File: src/rtl/mem_design_pkg.sv
// Shared memory-subsystem constants: geometry of the 8-entry single-port memory
// and the encoding of a memory operation.
package mem_design_pkg;

    localparam int param_WIDTH_DATA = 8;
    localparam int param_WIDTH_ADDR = 3;

    typedef enum logic {
        mem_read  = 1'b0,
        mem_write = 1'b1
    } mem_op_t;

endpackage

File: src/rtl/mem_req_arbiter_if.sv
// Bundle of requester-side and memory-side signals around mem_req_arbiter.
// master = the arbiter, slave = the requesters/memory environment.
interface mem_req_arbiter_if #(
    parameter int NUM_REQ    = 4,
    parameter int WIDTH_DATA = mem_design_pkg::param_WIDTH_DATA,
    parameter int WIDTH_ADDR = mem_design_pkg::param_WIDTH_ADDR
);

    logic [NUM_REQ-1:0]            req_valid;
    logic [NUM_REQ-1:0]            req_op;
    logic [NUM_REQ*WIDTH_ADDR-1:0] req_addr;
    logic [NUM_REQ*WIDTH_DATA-1:0] req_wdata;
    logic [NUM_REQ-1:0]            req_done;
    logic [WIDTH_DATA-1:0]         req_rdata;
    logic                          req_err;

    logic                          mem_req;
    logic                          mem_op;
    logic [WIDTH_ADDR-1:0]         mem_addr;
    logic [WIDTH_DATA-1:0]         mem_wdata;
    logic                          mem_ack;
    logic [WIDTH_DATA-1:0]         mem_rdata;

    logic                          busy;

    modport master (
        input  req_valid, req_op, req_addr, req_wdata, mem_ack, mem_rdata,
        output req_done, req_rdata, req_err, mem_req, mem_op, mem_addr, mem_wdata, busy
    );

    modport slave (
        output req_valid, req_op, req_addr, req_wdata, mem_ack, mem_rdata,
        input  req_done, req_rdata, req_err, mem_req, mem_op, mem_addr, mem_wdata, busy
    );

endinterface

File: src/rtl/mem_req_arbiter.sv
// Round-robin arbiter/sequencer sharing one single-port memory among NUM_REQ requesters.
// Optional mem_ack watchdog is built only when ARB_TIMEOUT_EN is defined.
module mem_req_arbiter #(
    parameter int NUM_REQ     = 4,
    parameter int WIDTH_DATA  = mem_design_pkg::param_WIDTH_DATA,
    parameter int WIDTH_ADDR  = mem_design_pkg::param_WIDTH_ADDR,
    parameter int TIMEOUT_CYC = 16
) (
    input  logic               clk,
    input  logic               rst,
    mem_req_arbiter_if.master  bus
);

    localparam int IDX_W = $clog2(NUM_REQ);
    localparam int CW    = IDX_W + 1;

    if (NUM_REQ < 2 || NUM_REQ > 8 || TIMEOUT_CYC < 1) begin : g_bad_cfg
        $error("mem_req_arbiter: unsupported parameter set");
    end

    typedef enum logic [1:0] {
        ARB_IDLE,
        ARB_ISSUE,
        ARB_WAIT,
        ARB_RESP
    } arb_state_t;

    arb_state_t             state_q;
    arb_state_t             state_d;

    logic [IDX_W-1:0]       ptr_q;
    logic [IDX_W-1:0]       grant_q;
    logic                   op_q;
    logic [WIDTH_ADDR-1:0]  addr_q;
    logic [WIDTH_DATA-1:0]  wdata_q;
    logic                   mem_req_q;
    logic [NUM_REQ-1:0]     done_q;
    logic [WIDTH_DATA-1:0]  rdata_q;
    logic                   err_q;

    logic                   any_req;
    logic [IDX_W-1:0]       pick_idx;
    logic [CW-1:0]          cand;
    logic                   timeout_hit;

    // First pending request at or above the pointer, wrapping modulo NUM_REQ.
    always_comb begin
        any_req  = 1'b0;
        pick_idx = '0;
        cand     = '0;
        for (int i = 0; i < NUM_REQ; i++) begin
            cand = {1'b0, ptr_q} + CW'(i);
            if (cand >= CW'(NUM_REQ)) begin
                cand = cand - CW'(NUM_REQ);
            end
            if (!any_req && bus.req_valid[cand[IDX_W-1:0]]) begin
                any_req  = 1'b1;
                pick_idx = cand[IDX_W-1:0];
            end
        end
    end

`ifdef ARB_TIMEOUT_EN
    localparam int CNT_W = $clog2(TIMEOUT_CYC + 1);
    logic [CNT_W-1:0] wait_cnt_q;

    always_ff @(posedge clk or posedge rst) begin
        if (rst) begin
            wait_cnt_q <= '0;
        end else if (state_q == ARB_ISSUE) begin
            wait_cnt_q <= '0;
        end else if (state_q == ARB_WAIT && !bus.mem_ack) begin
            wait_cnt_q <= wait_cnt_q + 1'b1;
        end
    end

    // Hit on the last allowed cycle so exactly TIMEOUT_CYC cycles are spent in ARB_WAIT.
    assign timeout_hit = (state_q == ARB_WAIT) && (wait_cnt_q == CNT_W'(TIMEOUT_CYC - 1));
`else
    assign timeout_hit = 1'b0;
`endif

    always_ff @(posedge clk or posedge rst) begin
        if (rst) begin
            state_q <= ARB_IDLE;
        end else begin
            state_q <= state_d;
        end
    end

    always_comb begin
        state_d = state_q;
        case (state_q)
            ARB_IDLE:  if (any_req) state_d = ARB_ISSUE;
            ARB_ISSUE: state_d = ARB_WAIT;
            ARB_WAIT:  if (bus.mem_ack || timeout_hit) state_d = ARB_RESP;
            ARB_RESP:  state_d = ARB_IDLE;
            default:   state_d = ARB_IDLE;
        endcase
    end

    always_ff @(posedge clk or posedge rst) begin
        if (rst) begin
            ptr_q     <= '0;
            grant_q   <= '0;
            op_q      <= 1'b0;
            addr_q    <= '0;
            wdata_q   <= '0;
            mem_req_q <= 1'b0;
            done_q    <= '0;
            rdata_q   <= '0;
            err_q     <= 1'b0;
        end else begin
            done_q <= '0;
            case (state_q)
                ARB_IDLE: begin
                    if (any_req) begin
                        grant_q <= pick_idx;
                        op_q    <= bus.req_op[pick_idx];
                        addr_q  <= bus.req_addr[pick_idx*WIDTH_ADDR +: WIDTH_ADDR];
                        wdata_q <= bus.req_wdata[pick_idx*WIDTH_DATA +: WIDTH_DATA];
                    end
                end
                ARB_ISSUE: begin
                    mem_req_q <= 1'b1;
                end
                ARB_WAIT: begin
                    if (bus.mem_ack) begin
                        mem_req_q <= 1'b0;
                        rdata_q   <= (op_q == mem_design_pkg::mem_write) ? '0 : bus.mem_rdata;
                        err_q     <= 1'b0;
                    end else if (timeout_hit) begin
                        mem_req_q <= 1'b0;
                        rdata_q   <= '0;
                        err_q     <= 1'b1;
                    end
                end
                ARB_RESP: begin
                    done_q <= NUM_REQ'(1) << grant_q;
                    ptr_q  <= (grant_q == IDX_W'(NUM_REQ - 1)) ? '0 : grant_q + 1'b1;
                end
                default: ;
            endcase
        end
    end

    assign bus.mem_req   = mem_req_q;
    assign bus.mem_op    = op_q;
    assign bus.mem_addr  = addr_q;
    assign bus.mem_wdata = wdata_q;
    assign bus.req_done  = done_q;
    assign bus.req_rdata = rdata_q;
    assign bus.req_err   = err_q;
    assign bus.busy      = (state_q != ARB_IDLE);

endmodule

File: src/flat_wrapper.sv
// flat-port wrapper written by rule: the top's interface ports become plain ports
module mem_req_arbiter_flat 
#(
    parameter int NUM_REQ     = 4,
    parameter int WIDTH_DATA  = mem_design_pkg::param_WIDTH_DATA,
    parameter int WIDTH_ADDR  = mem_design_pkg::param_WIDTH_ADDR,
    parameter int TIMEOUT_CYC = 16
)
  (clk, rst, bus_req_valid, bus_req_op, bus_req_addr, bus_req_wdata, bus_mem_ack, bus_mem_rdata, bus_req_done, bus_req_rdata, bus_req_err, bus_mem_req, bus_mem_op, bus_mem_addr, bus_mem_wdata, bus_busy);
  mem_req_arbiter_if #(.NUM_REQ(NUM_REQ), .WIDTH_DATA(WIDTH_DATA), .WIDTH_ADDR(WIDTH_ADDR)) bus_i ();
  input  logic clk;
  input  logic rst;
  input wire logic [$bits(bus_i.req_valid)-1:0] bus_req_valid;
  input wire logic [$bits(bus_i.req_op)-1:0] bus_req_op;
  input wire logic [$bits(bus_i.req_addr)-1:0] bus_req_addr;
  input wire logic [$bits(bus_i.req_wdata)-1:0] bus_req_wdata;
  input wire logic [$bits(bus_i.mem_ack)-1:0] bus_mem_ack;
  input wire logic [$bits(bus_i.mem_rdata)-1:0] bus_mem_rdata;
  output wire logic [$bits(bus_i.req_done)-1:0] bus_req_done;
  output wire logic [$bits(bus_i.req_rdata)-1:0] bus_req_rdata;
  output wire logic [$bits(bus_i.req_err)-1:0] bus_req_err;
  output wire logic [$bits(bus_i.mem_req)-1:0] bus_mem_req;
  output wire logic [$bits(bus_i.mem_op)-1:0] bus_mem_op;
  output wire logic [$bits(bus_i.mem_addr)-1:0] bus_mem_addr;
  output wire logic [$bits(bus_i.mem_wdata)-1:0] bus_mem_wdata;
  output wire logic [$bits(bus_i.busy)-1:0] bus_busy;
  assign bus_i.req_valid = bus_req_valid;
  assign bus_i.req_op = bus_req_op;
  assign bus_i.req_addr = bus_req_addr;
  assign bus_i.req_wdata = bus_req_wdata;
  assign bus_i.mem_ack = bus_mem_ack;
  assign bus_i.mem_rdata = bus_mem_rdata;
  assign bus_req_done = bus_i.req_done;
  assign bus_req_rdata = bus_i.req_rdata;
  assign bus_req_err = bus_i.req_err;
  assign bus_mem_req = bus_i.mem_req;
  assign bus_mem_op = bus_i.mem_op;
  assign bus_mem_addr = bus_i.mem_addr;
  assign bus_mem_wdata = bus_i.mem_wdata;
  assign bus_busy = bus_i.busy;
  mem_req_arbiter #(.NUM_REQ(NUM_REQ), .WIDTH_DATA(WIDTH_DATA), .WIDTH_ADDR(WIDTH_ADDR), .TIMEOUT_CYC(TIMEOUT_CYC)) u_core (.clk(clk), .rst(rst), .bus(bus_i));
endmodule
File: config.mk
export PLATFORM = sky130hd
export DESIGN_NAME = mem_req_arbiter_flat
export DESIGN_NICKNAME = d
export VERILOG_FILES = /design/src/rtl/mem_design_pkg.sv /design/src/rtl/mem_req_arbiter_if.sv /design/src/rtl/mem_req_arbiter.sv /design/src/flat_wrapper.sv
export SDC_FILE = /design/constraint.sdc
export NUM_CORES = 1
export LEC_CHECK = 0
export BUFFER_PORTS_ARGS = -buffer_cell sky130_fd_sc_hd__buf_2
export CORE_ASPECT_RATIO = 0.5
export CORE_MARGIN = 2
export CORE_UTILIZATION = 35
export CTS_CLUSTER_DIAMETER = 30
export DETAILED_ROUTE_END_ITERATION = 10
export PLACE_DENSITY_LB_ADDON = 0.25
export SLEW_MARGIN = 15
export SYNTH_ARGS = -nofsm -noshare
export SYNTH_HDL_FRONTEND = slang
export SYNTH_SLANG_ARGS = --single-unit
export TNS_END_PERCENT = 30
File: constraint.sdc
create_clock -name clk -period 1.7 [get_ports clk]
set_input_delay 0.085 -clock clk [delete_from_list [all_inputs] [get_ports clk]]
set_output_delay 0.085 -clock clk [all_outputs]
set_load 0.05 [all_outputs]
======== Word-level counts from Yosys, hierarchy flattened ========
Index checks and enable logic that the tools add are counted.
storage, ports and cells
  register bits after elaboration ......... 31
  input bits .............................. 63
  output and inout port bits .............. 27
  word-level logic and storage cells ...... 79
cells by class
  add/sub/neg operators ................... 8
  $mul .................................... 1
  magnitude comparators ................... 9
  equal/unequal tests ..................... 6
  shift operators ......................... 3
  mux-type cells .......................... 30
  reduce and logical (&&, ||, !) cells .... 13
operator list
  kind                 count
  $shiftx 32x6->8      1
  $mux 2               11
  $lt 2x3->1 const B   5
  $shiftx 12x5->3      1
  $bmux 1 s2           5
  $mux 1               10
  $ge 3x3->1 const B   3
  $mux 8               1
  $pmux 2 s4           1
  $reduce_and 2->1     4
  $sub 2x1->2 const B  4
  $add 2x2->3 const B  2
  $eq 2x2->1 const B   3
  $mul 2x2->4 const B  1
  $mux 4               1
  $reduce_bool 2->1    2
  $shl 1x2->4 const A  1
  $add 2x1->3 const B  1
  $ge 2x3->1 const B   1
  $logic_and 1x1->1    3
  $logic_not 1->1      3
  $add 2x1->2 const B  1
  $eq 2x1->1 const B   1
  $logic_not 2->1      1
  3 further kinds      3

======== Longest topological paths before layout ========
  word-level depth ........................ 16
  gate-level depth with buffers ........... 7
  mapped depth without buffers ............ 7

======== Worst setup path before layout ========
No wires, ideal clock.
  path type ............................... register to register
  start ................................... reg u_core.state_q[0]
  end ..................................... reg u_core.state_q[0]
  library setup time ...................... 126 ps
  arrival ................................. 1609 ps
  required time ........................... 1574 ps
  setup slack ............................. -35 ps
  cell stages (with the launch flop) ...... 7
  path buffers ............................ 0
  period minus slack after synthesis ...... 1735 ps
  path through ............................ dfrtp_1 > inv_1 > ha_1 > inv_1 > nor4b_1 > a21oi_1 > o32a_1
between the ends
  cells in the longest elaborated chain, start to end .. 3
  elaborated cells on any way between the ends .. 8
  classes of those cells .................. eq/ne (5); mux (1); reduce/logical (2)
RTL lines
  item                                                              line                   text
  start: declaration                                                mem_req_arbiter.sv:28  arb_state_t state_q;
  start signal: assignment                                          mem_req_arbiter.sv:87  state_q <= state_d;
  $eq 2x2->1 / $logic_not 2->1 (equally long branches)              mem_req_arbiter.sv:93  case (state_q)
  $ne 2x2->1 (no source line) / $ne 2x1->1 (equally long branches)  n/a
  $reduce_and 2->1 (no source line)                                 n/a
Several ways; a longest one is shown, not always the timed one.
A chain may end at the register's enable or synchronous reset.

======== Worst setup path after layout ========
  start ................................... reg u_core.ptr_q[0]
  end ..................................... reg u_core.addr_q[1] (netlist: u_core.bus.mem_addr[1])
between the ends
  cells in the longest elaborated chain, start to end .. 16
  elaborated cells on any way between the ends .. 40
  classes of those cells .................. add/sub (7); mul (1); order compare (4); shift (1); mux (20); reduce/logical (7)
RTL lines
  item                                                  line                    text
  start: declaration                                    mem_req_arbiter.sv:31   logic [IDX_W-1:0] ptr_q;
  start signal: assignment                              mem_req_arbiter.sv:140  ptr_q <= (grant_q == IDX_W'(NUM_REQ - 1)) ? '0 : grant_q + 1'b1;
  branches (longest 16 deep; another with $add 2x1->3)  n/a
  end signal: assignment                                mem_req_arbiter.sv:120  addr_q <= bus.req_addr[pick_idx*WIDTH_ADDR +: WIDTH_ADDR];
  end: declaration                                      mem_req_arbiter.sv:34   logic [WIDTH_ADDR-1:0] addr_q;
Several ways; the timed one is not identified. The select of a mux whose other input is x is not followed.

==> impl_metrics.py <==
metrics = {
    "setup_path": {
        "endpoint_kind": "flop",
        "timing.rr.end": "u_core.bus.mem_addr[1]",
        "crit_end": "u_core.bus.mem_addr[1]",
        "crit_slowest_cell": "dfrtp_1",
        "startpoint": "u_core.ptr_q[0]",
        "path_buf_inv": 1,
        "r2r_slack_ns": 0.1,
        "worst_setup_path_start_kind": "flop",
        "critPathRequiredTime_ns": 1.85,
        "crit_fanout": 14,
        "crit_arrival_ns": 1.75,
        "path_depth": 6,
        "reg2reg_depth": 6,
        "crit_type": "flop to flop",
        "critical_path.top_delay_family": "compound AO/OA/AOI/OAI gates",
        "r2r-start": "u_core.ptr_q[0]",
        "crit_path_max_incr_delay_ns": 0.41,
        "path_cells": "and2b_1, a21oi_2, o221ai_4, buf_12, mux2i_1, o221ai_1",
    },
    "floorplanning": {
        "fp.coreArea_sq_um": 4860,
        "boundaryPins": 90,
        "initial_core_util": 0.360,
        "chipWidth_um": 104,
        "rows": 18,
        "dieArea_sq_um": 5620,
        "die_h_um": 54.0,
    },
    "final_layout": {
        "stdcell_count": 330,
        "area_growth_pct": 39.9,
        "drive_above_1_share": 0.438,
        "antenna_cells": 0,
        "nets": 331,
        "fin_area_sq_um": 2450,
        "num-fill-cells": 472,
    },
    "synthesis": {
        "async_flop_share": 1.00,
        "ys_ff_latch": 31,
        "netlist_area_sq_um": 1750,
        "netlist_instances": 164,
        "yosys_warnings": 0,
        "synth_edf_count": 0,
        "synth.distinct_cells": 32,
        "synth_nets": 236,
        "syn_avg_cell_area_sq_um": 10.7,
        "ys.flop_type": "dfrtp_1",
        "synth_seq_area_share": 0.443,
    },
    "power_and_ir_drop": {
        "p_sw_frac": 0.476,
        "power_density_nw_per_um2": 1940,
        "pwr-share-comb": 0.574,
        "clockPowerShare": 0.158,
        "p_sw_uw": 2260,
        "p_int_uw": 2480,
        "leakagePower_uw": 0.00132,
        "peakVddDrop_uv": 624,
        "p_seq_frac": 0.267,
        "totalPowerFinal_uw": 4740,
    },
    "status": {
        "status": "finished clean",
    },
    "drt": {
        "dr_wl_met3_um": 180,
        "drc": 0,
        "drt_iter0_drc": 26,
        "dr_wl_met2_mm": 1.94,
        "via_per_inst": 4.63,
        "routed_wl_mm": 3.98,
        "routed-via-count": 1529,
        "ant_nets": 0,
        "post_drt_wl_per_cell_um": 12.1,
        "wl_met1_mm": 1.78,
        "topRoutingLayerUsed": "met4",
        "dr.pass1.iters": 4,
    },
    "global_routing": {
        "grt_first_pass_wirelength_mm": 6.40,
        "grt_pass1_vias": 1400,
        "antenna_found_initial": 0,
        "track_usage": 0.147,
        "grt_max_degree": 32,
        "gr-total-overflow": 0,
    },
    "sta": {
        "clock_skew_ns": 0.00540,
        "rsz0062_at_grt": "yes",
        "setup_tns_ns": 0,
        "min_period_over_period": 0.943,
        "fmax_mhz": 624,
        "slew_viol_final": 0,
        "setup_viol": 0,
        "hold_violations": 0,
        "min_period_ns": 1.60,
    },
    "clocking": {
        "cts-root-buf": "clkbuf_8",
        "cts.clk_slew.worst_paths_ns": 0.07,
        "cts_tree": "done",
        "htree_levels": 2,
        "cts_buffers": 5,
        "clockBufferDepth": 2,
        "clkLatencyLatePin_ns": 0.28,
        "cts_setup_buffers": 0,
        "cts_num_sinks": 31,
    },
    "hold_path": {
        "hold_path_class": "primary input to flop",
    },
    "place": {
        "port_buffers": 88,
        "dpl.hpwl_mm": 3.08,
        "placed_area_sq_um": 2300,
        "gp_congestion": 0.709,
        "place_inst": 321,
    },
    "job": {
        "max_cap_viol_count": 0,
    },
}
==> layout make-up <==
| type | count | area [sq um] | share of cell area |
|---|---|---|---|
| sequential | 31 | 776 | 0.317 |
| timing repair buffer | 95 | 520 | 0.213 |
| multi-input combinational | 117 | 913 | 0.373 |
| clock inverter | 2 | 35.0 | 0.0143 |
| clock buffer | 6 | 82.6 | 0.0337 |
| inverter | 9 | 33.8 | 0.0138 |
| tap | 70 | 87.6 | 0.0358 |
==> synth_stat cells (2+ instances only) <==
| cell | count | area, sq um |
|---|---|---|
| dfrtp_1 | 31 | 776 |
| nand2_1 | 27 | 101 |
| mux2i_1 | 24 | 240 |
| o221ai_1 | 12 | 105 |
| o21ai_0 | 11 | 55.1 |
| ha_1 | 9 | 113 |
| inv_1 | 8 | 30.0 |
| nand2b_1 | 8 | 50.1 |
| and2_1 | 4 | 25.0 |
| buf_6 | 3 | 33.8 |
| nor2_1 | 3 | 11.3 |
| and2b_1 | 2 | 15.0 |
| buf_2 | 2 | 10.0 |
| mux2_2 | 2 | 22.5 |
==> layer usage <==
layer	up-vias	global-route usage
met5	-	0
met1	719	0.171
met3	7	0.0448
met2	38	0.261
met4	0	0.0698
li1	765	-
==> cells in the final DEF, fill, tap and decap left out, types with 2 or more instances in the layout <==
cell type	synthesis	routed
o21ai_0	11	11
and2_1	4	4
buf_4	1	4
dfrtp_1	31	31
o221ai_1	12	12
mux2i_1	24	23
nor2_1	3	3
ha_1	9	8
buf_12	0	2
buf_2	2	88
nand2b_1	8	8
clkbuf_8	0	6
inv_1	8	8
mux2_2	2	2
and2b_1	2	2
nand2_1	27	27
==> what timing repair did <==
| item | in CTS | in global routing |
|---|---|---|
| hold buffers | 1 | 0 |
| endpoints found under the setup margin | 0 | 14 |
| gates resized for setup | 0 | 7 |
| hold endpoints to repair | 31 | 0 |
==> power groups by stage <==
stage	registers (uW)	logic (uW)	clock network, uW
final	1270	2720	751
after floorplan	2130	1180	0
after detailed placement	1280	2710	0
after CTS	1270	2720	768
after global routing	1310	2940	809
after global placement	1270	2640	0
==> flip-flops by register name (all words and copies together) (netlist names) <==
signal                count
u_core.grant_q            2
u_core.bus.mem_addr       3
u_core.bus.mem_wdata      8
u_core.bus.mem_req        1
u_core.bus.req_rdata      8
u_core.ptr_q              2
u_core.state_q            2
u_core.bus.req_done       4
u_core.bus.mem_op         1
==> worst reg2reg max path, cell delays in order (launching register included) <==
cell,delay (ns)
dfrtp_1,0.41
and2b_1,0.24
a21oi_2,0.06
o221ai_4,0.22
buf_12,0.20
mux2i_1,0.22
o221ai_1,0.13
==> per-stage QoR <==
step	utilization	setup slack, ns	hold WS [ns]
floorplan	-	0.0347	0.189
finish	0.503	0.0962	0.0456
CTS	0.499	0.0351	0.0428
global route	0.503	-0.00862	0.0378
detailed placement	0.473	0.0499	0.189
global placement	0.473	0.105	0.182
==> how the worst min path moves through the flow <==
stage / from / endpoint / slack (ns) / cells after the start
after floorplan: rst / u_core.bus.mem_addr[0] / 0.19 / 1
after global placement: rst / u_core.bus.req_rdata[3] / 0.18 / 3
after detailed placement: rst / u_core.bus.req_rdata[3] / 0.19 / 3
after CTS: bus_mem_rdata[0] / u_core.bus.req_rdata[0] / 0.04 / 3
after global routing: bus_mem_rdata[7] / u_core.bus.req_rdata[7] / 0.04 / 3
final: bus_mem_rdata[0] / u_core.bus.req_rdata[0] / 0.05 / 3
==> kinds of logic (layout without fill, tap and decap cells) <==
kind of cell	after synthesis	count (layout)	share of synthesized area
AND/OR/NAND/NOR	48	48	0.132
buffers and inverters	16	112	0.0507
adder cells (fa/ha/maj)	9	9	0.0643
other	1	1	0.00214
AO/OA/AOI/OAI	33	33	0.157
flip-flops	31	31	0.443
multiplexers	26	26	0.150
Power figures use the tool's default switching activity.
